[src/rtl/fsb8_arb.sv]
// fsb8_arb: two-master arbiter (m0 = core load/store, m1 = DMA) in front of the FSB8 bridge slave port.
// Optional bridge-stall timeout is compiled in when FSB8_ARB_TIMEOUT_EN is defined.
module fsb8_arb #(
  parameter int ADDR_WIDTH     = 24,
  parameter int MAX_BURST      = 256,
  parameter int TIMEOUT_CYCLES = 1023
) (
  input  logic                  hclk,
  input  logic                  hreset_n,
  // master 0: core
  input  logic                  m0_hsel,
  input  logic                  m0_hsel_cmd,
  input  logic                  m0_htrans,
  input  logic                  m0_hburst,
  input  logic                  m0_hwrite,
  input  logic [ADDR_WIDTH-1:0] m0_haddr,
  input  logic [7:0]            m0_hwdata,
  output logic [7:0]            m0_hrdata,
  output logic                  m0_hready,
  output logic                  m0_hresp,
  // master 1: DMA
  input  logic                  m1_hsel,
  input  logic                  m1_htrans,
  input  logic                  m1_hburst,
  input  logic                  m1_hwrite,
  input  logic [ADDR_WIDTH-1:0] m1_haddr,
  input  logic [7:0]            m1_hwdata,
  output logic [7:0]            m1_hrdata,
  output logic                  m1_hready,
  output logic                  m1_hresp,
  // bridge slave port
  output logic                  s_hsel,
  output logic                  s_hsel_cmd,
  output logic                  s_htrans,
  output logic                  s_hburst,
  output logic                  s_hwrite,
  output logic [ADDR_WIDTH-1:0] s_haddr,
  output logic [7:0]            s_hwdata,
  input  logic [7:0]            s_hrdata,
  input  logic                  s_hready,
  input  logic                  s_hresp,
  // status
  output logic [1:0]            gnt,
  output logic                  last_gnt
);

  typedef enum logic [1:0] {
    ST_IDLE = 2'b00,
    ST_OWN0 = 2'b01,
    ST_OWN1 = 2'b10
  } state_e;

  localparam logic [7:0] BEAT_CAP = 8'(MAX_BURST - 1);

  state_e                  state_q, state_d;
  logic                    last_gnt_q, last_gnt_d;
  logic [7:0]              beat_q, beat_d;

  logic                    req0, req1;
  logic                    own, own1;
  logic                    mx_hsel, mx_htrans, mx_hburst, mx_hwrite;
  logic [ADDR_WIDTH-1:0]   mx_haddr;
  logic [7:0]              mx_hwdata;
  logic                    burst_ok, beat_done, exit_grant, timeout;

  assign req0 = (m0_hsel | m0_hsel_cmd) & m0_htrans;
  assign req1 = m1_hsel & m1_htrans;
  assign own  = (state_q != ST_IDLE);
  assign own1 = (state_q == ST_OWN1);

  assign mx_hsel   = own1 ? m1_hsel   : m0_hsel;
  assign mx_htrans = own1 ? m1_htrans : m0_htrans;
  assign mx_hburst = own1 ? m1_hburst : m0_hburst;
  assign mx_hwrite = own1 ? m1_hwrite : m0_hwrite;
  assign mx_haddr  = own1 ? m1_haddr  : m0_haddr;
  assign mx_hwdata = own1 ? m1_hwdata : m0_hwdata;

  // Masking hburst on the last allowed beat makes the bridge close the burst, which releases the grant.
  assign burst_ok   = mx_hburst & (beat_q != BEAT_CAP);
  assign beat_done  = own & s_hready;
  assign exit_grant = beat_done & (~burst_ok | ~mx_htrans);

`ifdef FSB8_ARB_TIMEOUT_EN
  localparam int            SW        = $clog2(TIMEOUT_CYCLES + 1);
  localparam logic [SW-1:0] STALL_LIM = SW'(TIMEOUT_CYCLES - 1);

  logic [SW-1:0] stall_q, stall_d;

  // stall_q holds the stalled cycles already elapsed, so the limit fires on the TIMEOUT_CYCLES-th one.
  assign timeout = own & ~s_hready & (stall_q == STALL_LIM);

  always_comb begin
    stall_d = stall_q + 1'b1;
    if (!own || s_hready || timeout) stall_d = '0;
  end

  always_ff @(posedge hclk or negedge hreset_n) begin
    if (!hreset_n) stall_q <= '0;
    else           stall_q <= stall_d;
  end
`else
  assign timeout = 1'b0;
`endif

  always_comb begin
    state_d    = state_q;
    last_gnt_d = last_gnt_q;
    beat_d     = beat_q;
    case (state_q)
      ST_IDLE: begin
        if (req0 && (!req1 || last_gnt_q)) begin
          state_d    = ST_OWN0;
          last_gnt_d = 1'b0;
          beat_d     = '0;
        end else if (req1) begin
          state_d    = ST_OWN1;
          last_gnt_d = 1'b1;
          beat_d     = '0;
        end
      end
      ST_OWN0, ST_OWN1: begin
        if (beat_done && (beat_q != 8'hFF)) beat_d = beat_q + 8'd1;
        if (exit_grant || timeout) state_d = ST_IDLE;
      end
      default: state_d = ST_IDLE;
    endcase
  end

  always_ff @(posedge hclk or negedge hreset_n) begin
    if (!hreset_n) begin
      state_q    <= ST_IDLE;
      last_gnt_q <= 1'b1;
      beat_q     <= '0;
    end else begin
      state_q    <= state_d;
      last_gnt_q <= last_gnt_d;
      beat_q     <= beat_d;
    end
  end

  always_comb begin
    s_hsel     = 1'b0;
    s_hsel_cmd = 1'b0;
    s_htrans   = 1'b0;
    s_hburst   = 1'b0;
    s_hwrite   = 1'b0;
    s_haddr    = '0;
    s_hwdata   = '0;
    if (own) begin
      s_hsel     = mx_hsel & ~timeout;
      s_hsel_cmd = ~own1 & m0_hsel_cmd;
      s_htrans   = mx_htrans & ~timeout;
      s_hburst   = burst_ok;
      s_hwrite   = mx_hwrite;
      s_haddr    = mx_haddr;
      s_hwdata   = mx_hwdata;
    end
  end

  logic [1:0] rsp_ready, rsp_resp;
  logic [7:0] rsp_rdata [2];

  for (genvar gi = 0; gi < 2; gi++) begin : g_rsp
    logic owner;
    assign owner          = (state_q == ((gi == 0) ? ST_OWN0 : ST_OWN1));
    assign gnt[gi]        = owner;
    assign rsp_ready[gi]  = owner & (s_hready | timeout);
    assign rsp_resp[gi]   = owner & (s_hresp | timeout);
    assign rsp_rdata[gi]  = owner ? s_hrdata : 8'h00;
  end

  assign m0_hready = rsp_ready[0];
  assign m0_hresp  = rsp_resp[0];
  assign m0_hrdata = rsp_rdata[0];
  assign m1_hready = rsp_ready[1];
  assign m1_hresp  = rsp_resp[1];
  assign m1_hrdata = rsp_rdata[1];
  assign last_gnt  = last_gnt_q;

endmodule

[config.mk]
export PLATFORM = sky130hd
export DESIGN_NAME = fsb8_arb
export DESIGN_NICKNAME = d
export VERILOG_FILES = /design/src/rtl/fsb8_arb.sv
export SDC_FILE = /design/constraint.sdc
export NUM_CORES = 1
export LEC_CHECK = 0
export ABC_AREA = 1
export CELL_PAD_IN_SITES_DETAIL_PLACEMENT = 1
export CELL_PAD_IN_SITES_GLOBAL_PLACEMENT = 1
export CORE_ASPECT_RATIO = 1.75
export CORE_MARGIN = 10
export CORE_UTILIZATION = 16
export DETAILED_ROUTE_END_ITERATION = 8
export PLACE_DENSITY_LB_ADDON = 0.1
export SLEW_MARGIN = 25
export SYNTH_ARGS = -nofsm -noshare
export SYNTH_HDL_FRONTEND = slang
export SYNTH_SLANG_ARGS = --single-unit
export TNS_END_PERCENT = 20
[constraint.sdc]
create_clock -name hclk -period 1.6 [get_ports hclk]
set_input_delay 0.32 -clock hclk [delete_from_list [all_inputs] [get_ports hclk]]
set_output_delay 0.32 -clock hclk [all_outputs]
set_load 0.01 [all_outputs]
==> results of run 1 <==
-- cells in the mapped netlist --
| library cell | count | area [µm²] |
|---|---|---|
| inv_1 | 36 | 135 |
| o21bai_1 | 1 | 7.51 |
| clkbuf_8 | 1 | 13.8 |
| nand2_2 | 3 | 18.8 |
| nand2_1 | 59 | 221 |
| nor2_2 | 1 | 6.26 |
| o21ai_0 | 41 | 205 |
| o21ai_2 | 4 | 35.0 |
| ha_1 | 4 | 50.1 |
| nand4_1 | 2 | 12.5 |
| clkbuf_1 | 9 | 33.8 |
| buf_2 | 2 | 10.0 |
| dfrtp_1 | 10 | 250 |
| dfstp_2 | 1 | 26.3 |
| buf_12 | 1 | 20.0 |
| buf_1 | 2 | 7.51 |
| nand3_4 | 1 | 17.5 |
| a21oi_1 | 3 | 15.0 |
| nor3_1 | 1 | 5.00 |
| xor2_1 | 3 | 26.3 |
| inv_2 | 1 | 3.75 |
| buf_4 | 2 | 15.0 |
| or2_2 | 2 | 12.5 |
| nand3_1 | 7 | 35.0 |
| nor2_1 | 74 | 278 |
-- per-stage QoR --
| stage | worst slack, ns | hold WS, ns | TNS (ns) | util, % |
|---|---|---|---|---|
| floorplan | -0.0183 | 0.0244 | -0.157 | - |
| global placement | -0.520 | 0.513 | -24.81 | 36.9 |
| detailed placement | -0.541 | 0.503 | -26.71 | 36.9 |
| CTS | -0.290 | 0.462 | -12.35 | 39.3 |
| global route | -0.363 | 0.472 | -16.25 | 39.8 |
| finish | -0.281 | 0.444 | -10.07 | 39.8 |
-- state kept, by name, summed over array words and instances (netlist names) --
| register | flops |
|---|---|
| beat_q | 8 |
| last_gnt | 1 |
| state_q | 2 |
-- area by class of cell --
| cell class | count | share of cell area [%] |
|---|---|---|
| clock buffers | 4 | 2.21 |
| inverters | 37 | 4.17 |
| multi-input cells | 207 | 31.2 |
| flip-flops and latches | 11 | 7.74 |
| well taps | 120 | 4.20 |
| repair buffers | 190 | 50.5 |
-- per-layer routing --
layer	global-route usage, %	vias to the layer above	part of all wire, %
li1	-	1188	-
met1	13.9	1089	40
met2	24.1	75	54
met3	2.57	6	4.9
met4	2.02	0	0.81
met5	0	-	0
-- power groups by stage --
stage	registers [mW]	clock network (mW)	logic [mW]
final	0.362	0.458	3.60
after CTS	0.363	0.473	3.43
after global placement	0.365	0	3.18
after floorplan	0.375	0	1.55
after detailed placement	0.366	0	3.21
after global routing	0.371	0.492	3.95
-- critical path, cell delays in order (launching register included) --
cell,delay (ns)
dfrtp_1,0.38
buf_6,0.13
ha_4,0.20
buf_12,0.17
o21ai_1,0.17
nor2_2,0.04
clkdlybuf4s15_2,0.23
-- logic make-up (layout without fill, tap and decap cells) --
logic type	after synthesis	in the layout
AND/OR/NAND/NOR	150	151
buffers and inverters	54	231
AO/OA/AOI/OAI	49	49
flip-flops	11	11
adder cells (fa/ha/maj)	4	4
XOR/XNOR	3	3
-- what timing repair did --
item                                    in CTS  in global routing
gates cloned                                 3                  1
setup buffers                                4                  5
pin swaps                                    7                  9
gates resized for setup                    278                 54
endpoints found under the setup margin      70                 70
-- worst max-delay path by stage --
stage | startpoint | to | slack, ns
after floorplan | state_q[0]$_DFFE_PN0P_ | s_hsel | -0.02
after CTS | state_q[1]$_DFFE_PN0P_ | s_haddr[3] | -0.29
after detailed placement | state_q[0]$_DFFE_PN0P_ | s_haddr[3] | -0.54
final | state_q[1]$_DFFE_PN0P_ | s_hwdata[1] | -0.28
after global placement | state_q[0]$_DFFE_PN0P_ | s_haddr[1] | -0.52
after global routing | state_q[1]$_DFFE_PN0P_ | beat_q[4]$_DFFE_PN0P_ | -0.36
==> reports/summary.txt, run 1 <==
Status: complete, but fails checks
Failing checks: setup timing
Routed Antenna Nets: 0
Tightest Pin Transition: 0.554 ns
Final Non-Filler Cells: 569
Grt total ovfl: 0
Port buffer count: 144
Vias in the first global route: 2473
Commonest non-fill, non-tap cell in the layout: clkdlybuf4s50_1
Leak pwr: 1.79 nW
Max Cap Viol: 0
Largest net degree at the start of global routing: 26
Mapped Area: 1460 µm²
Vias per inst: 4.14
Seq cells post-synth: 11
Reg2reg start: state_q[1]$_DFFE_PN0P_
Final period utilization: 118%
Area after DPL: 3310 µm²
Worst skew pair latency: 0.24 ns
Die area: 13500 µm²
DP Wirelength: 7.04 mm
CTS root buf: clkbuf_16
Multiplexer share of the synthesized area: 0%
H-tree lvl count: 1
Register Area: 277 µm²
DRC violations left: 0
Synth Instances: 271
Library cells used by synthesis: 25
Sequential-to-total area share from yosys stat: 18.9%
Antenna violations before repair: 0
Max Transition Viols Final: 0
Vias: 2358
Largest family of logic cells by synthesized area: simple AND/OR/NAND/NOR gates
Clock group share of total power: 10.4%
Hold buffer count at CTS: 0
Die H: 146 µm
Routed Wire Length: 8.87 mm
CTS tree: done
I/O pin total: 145
Num CTS Buffers: 3
Syn_nets: 360
Relative slew slack: 63.0%
Finished Cell Area: 3570 µm²
Die Span X: 92.2 µm
Worst setup margin: -0.281 ns
Synth Area in Compound Gates: 18.0%
Logic gate share of total power: 81.5%
Reg clk slew, reported paths: 0.04 ns
Layout area overhead: 144%
Routed length per instance: 15.6 µm
Total chip power: 4.42 mW
RD Place Congestion: 0.753
XOR/XNOR Fraction of Synth Area: 1.80%
Core Region: 8980 µm²
Worst VDD drop: 0.000648 V
Drt pass-1 iters: 3
Psw: 1.94 mW
Clk sinks: 11
Peak Freq: 0.532 GHz
Placed instance count: 552
Switch share: 43.9%
R2R depth: 11
Crit Path Class: flop to output pin
Commonest non-fill, non-tap cells in the layout: clkdlybuf4s50_1 (84), nand2_1 (49), nor2_1 (42)
Share of cells above drive strength 1: 39.9%
Ant. Diodes: 0
Syn Area/Cell: 5.39 µm²
Power Internal: 2.48 mW
Cell Rows: 46
Simple-gate share of the synthesized area: 41.5%
CP arrival: 1.56 ns
Synth Warn #: 0
Final Hold Viols: 0
Adder-Cell Fraction of Synth Area: 3.42%
RSZ-0062 raised after global routing: yes
Crit path max fanout: 25
Setup slack, reg-to-reg: -0.22 ns
FF-to-FF End: beat_q[1]$_DFFE_PN0P_
Type of the worst min-delay path: input port to async pin
Post-layout minimum cycle time: 1.88 ns
Area of the multi-input gates: 1110 µm²
Critical Path RT: 1.28 ns
CP endpoint kind: output pin
Sequential power share: 8.2%
CP startpoint kind: flop
Initial Util: 16.3%
Layout Nets: 539
Pwr Density: 1240 nW/µm²
DRT iter0 DRCs: 15
Post-route clock skew: 0.000832 ns
All-Layer GR Usage: 12.7%
Layout fillers: 1173
# setup viols final: 67
First-pass GRT wire length: 13.9 mm
Clk buf depth: 2
Power figures use the tool's default switching activity.
==> run 2: changes to the inputs <==
ABC_AREA = default   (was 1)
CORE_UTILIZATION = 18   (was 16)
clock period = 1.9 ns   (was 1.6 ns; I/O delays follow)
==> run 2 against run 1 <==
Net effect:
- the flow still finishes with violations (setup timing)
- combinational power shrank 5.8%
- power shrank 6.9%
- critical endpoint is now s_haddr[9]
- critical path depth rose by 2
- critical path type unchanged
- worst hold slack improved by 0.047 ns
- clock power down 15%
- sequential power down 6.4%
- largest cell class unchanged
- via count down 12%
- highest routed layer unchanged
==> reports/summary.txt, run 2 <==
Reg2reg start: state_q[0]$_DFFE_PN0P_
Top cells by count, synth: nor2_1 (39), mux2i_1 (36), and2_1 (21)
Antenna violations before repair: 0
Num CTS Buffers: 3
Vias per inst: 4.63
Critical Path RT: 1.52 ns
Routed Antenna Nets: 0
Mapped Area: 1370 µm²
XOR/XNOR Fraction of Synth Area: 0%
DP Wirelength: 7.32 mm
CP endpoint kind: output pin
Pwr Density: 1210 nW/µm²
Crit Path Class: flop to output pin
Max Transition Viols Final: 0
Crit path max fanout: 6
Die area: 11600 µm²
I/O pin total: 145
Most frequent cell after synthesis: nor2_1
Synth Area in Compound Gates: 13.6%
Worst skew pair latency: 0.24 ns
CP endpoint: s_haddr[9]
Hold WS: 0.491 ns
R2R depth: 8
Simple-gate share of the synthesized area: 29.5%
Ant. Diodes: 0
Syn_nets: 265
Vias: 2083
Main synth FF type: dfrtp_1
First-pass GRT wire length: 13.1 mm
Drt pass-1 iters: 4
Multiplexer share of the synthesized area: 26.4%
# setup viols final: 28
Adder-Cell Fraction of Synth Area: 3.67%
Largest net degree at the start of global routing: 19
Peak Freq: 0.495 GHz
Relative slew slack: 65.0%
Max Cap Viol: 0
Async SR Flop Fraction: 100%
Reg clk slew, reported paths: 0.04 ns
Max reg flops: 8
RSZ-0062 raised after global routing: yes
Commonest non-fill, non-tap cell in the layout: clkdlybuf4s50_1
Largest family of logic cells by synthesized area: simple AND/OR/NAND/NOR gates
Vias in the first global route: 2138
Tightest Pin Transition: 0.524 ns
DP Worst Slack: -0.305 ns
Grt total ovfl: 0
Setup slack, reg-to-reg: 0.05 ns
Layout Nets: 452
Cell Rows: 42
Commonest non-fill, non-tap cells in the layout: clkdlybuf4s50_1 (85), buf_4 (38), nor2_1 (37)
Worst VDD drop: 0.000851 V
CP arrival: 1.64 ns
H-tree lvl count: 1
DRC violations left: 0
FF-to-FF End: beat_q[6]$_DFFE_PN0P_
Failing checks: setup timing
Clk sinks: 11
Final Hold Viols: 0
Area share of the largest cell type after synthesis: 26.4%
Crit path launch: state_q[0]$_DFFE_PN0P_
DRT iter0 DRCs: 47
Sequential-to-total area share from yosys stat: 20.3%
RD Place Congestion: 0.722
Synth Warn #: 0
Initial Util: 18.3%
Layout area overhead: 149%
Final period utilization: 106%
Synth Instances: 176
CTS root buf: clkbuf_16
Synth top area cells: mux2i_1 (26%), dfrtp_1 (18%), nor2_1 (11%), and2_1 (9.6%), ha_1 (3.7%)
All-Layer GR Usage: 14.3%
Hold buffer count at CTS: 0
Layout fillers: 894
Post-layout minimum cycle time: 2.02 ns
Largest Register: beat_q
Routed Wire Length: 9.16 mm
Leak pwr: 1.56 nW
Share of cells above drive strength 1: 39.0%
Seq cells post-synth: 11
Core Region: 7460 µm²
Status: complete, but fails checks
Worst setup margin: -0.122 ns
Library cells used by synthesis: 34
Die H: 135 µm
Clk buf depth: 2
CP startpoint kind: flop
CTS tree: done
Post-synth EDFFs: 0
Post-route clock skew: 0.00115 ns
Syn Area/Cell: 7.76 µm²
Routed length per instance: 20.4 µm
Port buffer count: 144
Type of the worst min-delay path: input port to async pin
Die Span X: 85.8 µm
Post-synth top area cell: mux2i_1
run 2: what timing repair did:
action                                  4_1_cts  5_1_grt
endpoints found under the setup margin       62       66
gates resized for setup                     186       80
cloned                                        3        2
buffers inserted                              2       15
pin swaps                                     1        3
run 2: critical path, cell delays in order, from the launching register on:
cell and delay, ns:
dfrtp_1 0.38, inv_2 0.08, ha_4 0.15, buf_12 0.14
buf_12 0.13, buf_4 0.11, mux2i_1 0.20, nor2_1 0.06
buf_2 0.14
run 2: area by class of cell:
type | count | area, µm² | area share (%)
inverter | 4 | 15.0 | 0.441
tap | 88 | 110 | 3.24
multi-input combinational | 147 | 1140 | 33.5
sequential | 11 | 277 | 8.13
clock buffer | 4 | 78.8 | 2.32
timing repair buffer | 196 | 1780 | 52.4
run 2: cell families (layout without fill, tap and decap cells):
kind of cell             count (synthesis)  after routing
flip-flops                              11             11
AO/OA/AOI/OAI                           27             27
multiplexers                            36             36
AND/OR/NAND/NOR                         80             80
adder cells (fa/ha/maj)                  4              4
buffers and inverters                   18            204
run 2: per-layer routing:
| metal | GRT usage, % | part of all wire [%] | up-vias |
|---|---|---|---|
| li1 | - | - | 989 |
| met3 | 2.95 | 6.8 | 6 |
| met1 | 16.6 | 41 | 994 |
| met2 | 26.0 | 51 | 94 |
| met4 | 2.67 | 0.90 | 0 |
| met5 | 0 | 0 | - |
run 2: how the worst min path moves through the flow:
stage | start | to | slack (ns) | cells past startpoint
CTS | hreset_n | beat_q[0]$_DFFE_PN0P_ | 0.51 | 1
detailed placement | beat_q[2]$_DFFE_PN0P_ | beat_q[2]$_DFFE_PN0P_ | 0.50 | 1
floorplan | hreset_n | beat_q[0]$_DFFE_PN0P_ | 0.08 | 0
global placement | beat_q[2]$_DFFE_PN0P_ | beat_q[2]$_DFFE_PN0P_ | 0.50 | 1
finish | hreset_n | beat_q[0]$_DFFE_PN0P_ | 0.49 | 1
global route | hreset_n | beat_q[6]$_DFFE_PN0P_ | 0.53 | 1
run 2: stage by stage:
stage	setup TNS [ns]	total power, mW	cells	cell area (µm²)	utilization [%]
after floorplan	0	1.62	176	1370	-
after global placement	-9.99	3.29	424	3120	41.8
after detailed placement	-11.27	3.32	424	3120	41.8
after CTS	-3.80	3.78	433	3220	43.1
after global routing	-4.71	4.41	450	3400	45.6
final	-1.82	4.12	450	3400	45.6
run 2: power breakdown:
part / switching [mW] / internal (mW) / leakage, nW
Combinational: 1.54 / 1.85 / 1.38
Clock: 0.107 / 0.282 / 0.0382
Sequential: 0.0438 / 0.296 / 0.147
==> run 3: changes to the inputs <==
CORE_ASPECT_RATIO = default   (was 1.75)
CORE_MARGIN = 5   (was 10)
==> run 3 against run 2 <==
Net effect:
- the run still ends with setup timing left
- wire length shrank 15%
- power down 12%
- global-route usage grew 1.5 points
- die area decreased by 19%
- clock-buffer cell count unchanged
- register-to-register slack got worse by 0.02 ns
- non-clock buffer count shrank 8
- clock power down 38%
- final cell count up 0.67%
- via count decreased by 4.4%
- critical path type unchanged
- critical endpoint unchanged
==> reports/summary.txt, run 3 (synthesis results as in run 2) <==
Vias: 1992
Final period utilization: 105%
DP Worst Slack: -0.273 ns
Crit path max fanout: 5
DP Wirelength: 6.39 mm
Ant. Diodes: 0
Failing checks: setup timing
CP arrival: 1.61 ns
CTS tree: done
Status: complete, but fails checks
Hold buffer count at CTS: 0
Final Util: 43.6%
RSZ-0062 raised after global routing: yes
H-tree lvl count: 1
Largest net degree at the start of global routing: 32
Max Cap Viol: 0
# setup viols final: 18
Routed length per instance: 17.2 µm
Worst setup margin: -0.0878 ns
Die H: 97.1 µm
Final setup TNS: -0.755 ns
Cell Rows: 31
Drt pass-1 iters: 4
CP endpoint kind: output pin
Crit Path Class: flop to output pin
CP startpoint kind: flop
Largest Register: beat_q
Antenna violations before repair: 0
RD Place Congestion: 0.817
Total chip power: 3.64 mW
Vias in the first global route: 2121
Worst VDD drop: 0.000423 V
Tightest Pin Transition: 0.553 ns
Final Hold Viols: 0
First-pass GRT wire length: 11.9 mm
DRT iter0 DRCs: 34
Die area: 9430 µm²
FF-to-FF End: beat_q[7]$_DFFE_PN0P_
Core Region: 7330 µm²
Hold WS: 0.499 ns
Vias per inst: 4.40
Reg clk slew, reported paths: 0.05 ns
Type of the worst min-delay path: input port to async pin
Layout area overhead: 134%
Max reg flops: 8
Max Transition Viols Final: 0
Placed instance count: 434
Crit path launch: state_q[0]$_DFFE_PN0P_
All-Layer GR Usage: 15.8%
Final Non-Filler Cells: 453
DRC violations left: 0
Commonest non-fill, non-tap cell in the layout: clkdlybuf4s50_1
Routed Wire Length: 7.80 mm
Area after DPL: 3110 µm²
CTS root buf: clkbuf_8
Relative slew slack: 63.0%
Layout Nets: 444
Finished Cell Area: 3190 µm²
Setup slack, reg-to-reg: 0.03 ns
Num CTS Buffers: 3
R2R depth: 8
Worst skew pair latency: 0.24 ns
Clk sinks: 11
Commonest non-fill, non-tap cells in the layout: clkdlybuf4s50_1 (85), nor2_1 (39), mux2i_1 (34)
Port buffer count: 144
Routed Antenna Nets: 0
Reg2reg start: state_q[0]$_DFFE_PN0P_
Share of cells above drive strength 1: 32.5%
I/O pin total: 145
Pwr Density: 1140 nW/µm²
Leak pwr: 1.46 nW
CP endpoint: s_haddr[9]
Grt total ovfl: 0
Critical Path RT: 1.52 ns
Post-route clock skew: 0.00177 ns
Initial Util: 18.6%
Clk buf depth: 2
Peak Freq: 0.503 GHz
Die Span X: 97.1 µm
Post-layout minimum cycle time: 1.99 ns
-- run 3: cell types whose count changed in the layout (fill, tap and decap cells not counted), moves of 2 or more --
cell,previous run,this run
and2_4,9,0
buf_4,38,29
nor2_1,37,39
clkbuf_16,5,1
buf_6,10,5
and2_1,12,21
clkbuf_8,0,3
nor2_2,2,0
clkbuf_2,13,21
mux2i_2,5,1
mux2i_1,28,34
mux2i_4,3,1
-- run 3: how the worst min path moves through the flow --
stage	startpoint	end	slack, ns	cells past startpoint
floorplan	hreset_n	beat_q[0]$_DFFE_PN0P_	0.08	0
global placement	beat_q[2]$_DFFE_PN0P_	beat_q[2]$_DFFE_PN0P_	0.50	1
detailed placement	beat_q[2]$_DFFE_PN0P_	beat_q[2]$_DFFE_PN0P_	0.49	1
CTS	beat_q[2]$_DFFE_PN0P_	beat_q[2]$_DFFE_PN0P_	0.50	1
global route	beat_q[2]$_DFFE_PN0P_	beat_q[2]$_DFFE_PN0P_	0.52	1
finish	hreset_n	beat_q[1]$_DFFE_PN0P_	0.50	1
-- run 3: where the power goes --
| part | switching, mW | internal (mW) | total (mW) |
|---|---|---|---|
| Combinational | 1.43 | 1.62 | 3.06 |
| Clock | 0.0939 | 0.148 | 0.242 |
| Sequential | 0.0443 | 0.295 | 0.339 |
-- run 3: area by class of cell --
type | count | area, µm²
fillers | 890 | 4140
clock buffers | 4 | 45.0
flip-flops and latches | 11 | 277
inverters | 4 | 15.0
well taps | 99 | 124
multi-input cells | 147 | 1070
repair buffers | 188 | 1660
-- run 3: repair_timing --
| item | CTS | global route |
|---|---|---|
| pin swaps | 3 | 11 |
| cloned | 2 | 1 |
| hold endpoints to repair | 0 | 0 |
| setup endpoints to repair | 66 | 63 |
| gates resized for setup | 159 | 68 |
| setup buffers | 7 | 6 |
-- run 3: worst max-delay path: stages (launching register included) --
cell,delay [ns]
dfrtp_1,0.38
inv_2,0.08
ha_4,0.18
buf_6,0.13
buf_12,0.11
buf_6,0.10
mux2i_2,0.19
nor2_1,0.07
buf_2,0.14
-- run 3: routing by layer --
| layer | part of all wire [%] | vias to the layer above | track usage, % |
|---|---|---|---|
| met2 | 53 | 86 | 30.0 |
| li1 | - | 972 | - |
| met3 | 9.0 | 4 | 5.96 |
| met1 | 37 | 930 | 16.9 |
| met5 | 0 | - | 0 |
| met4 | 0.87 | 0 | 1.84 |
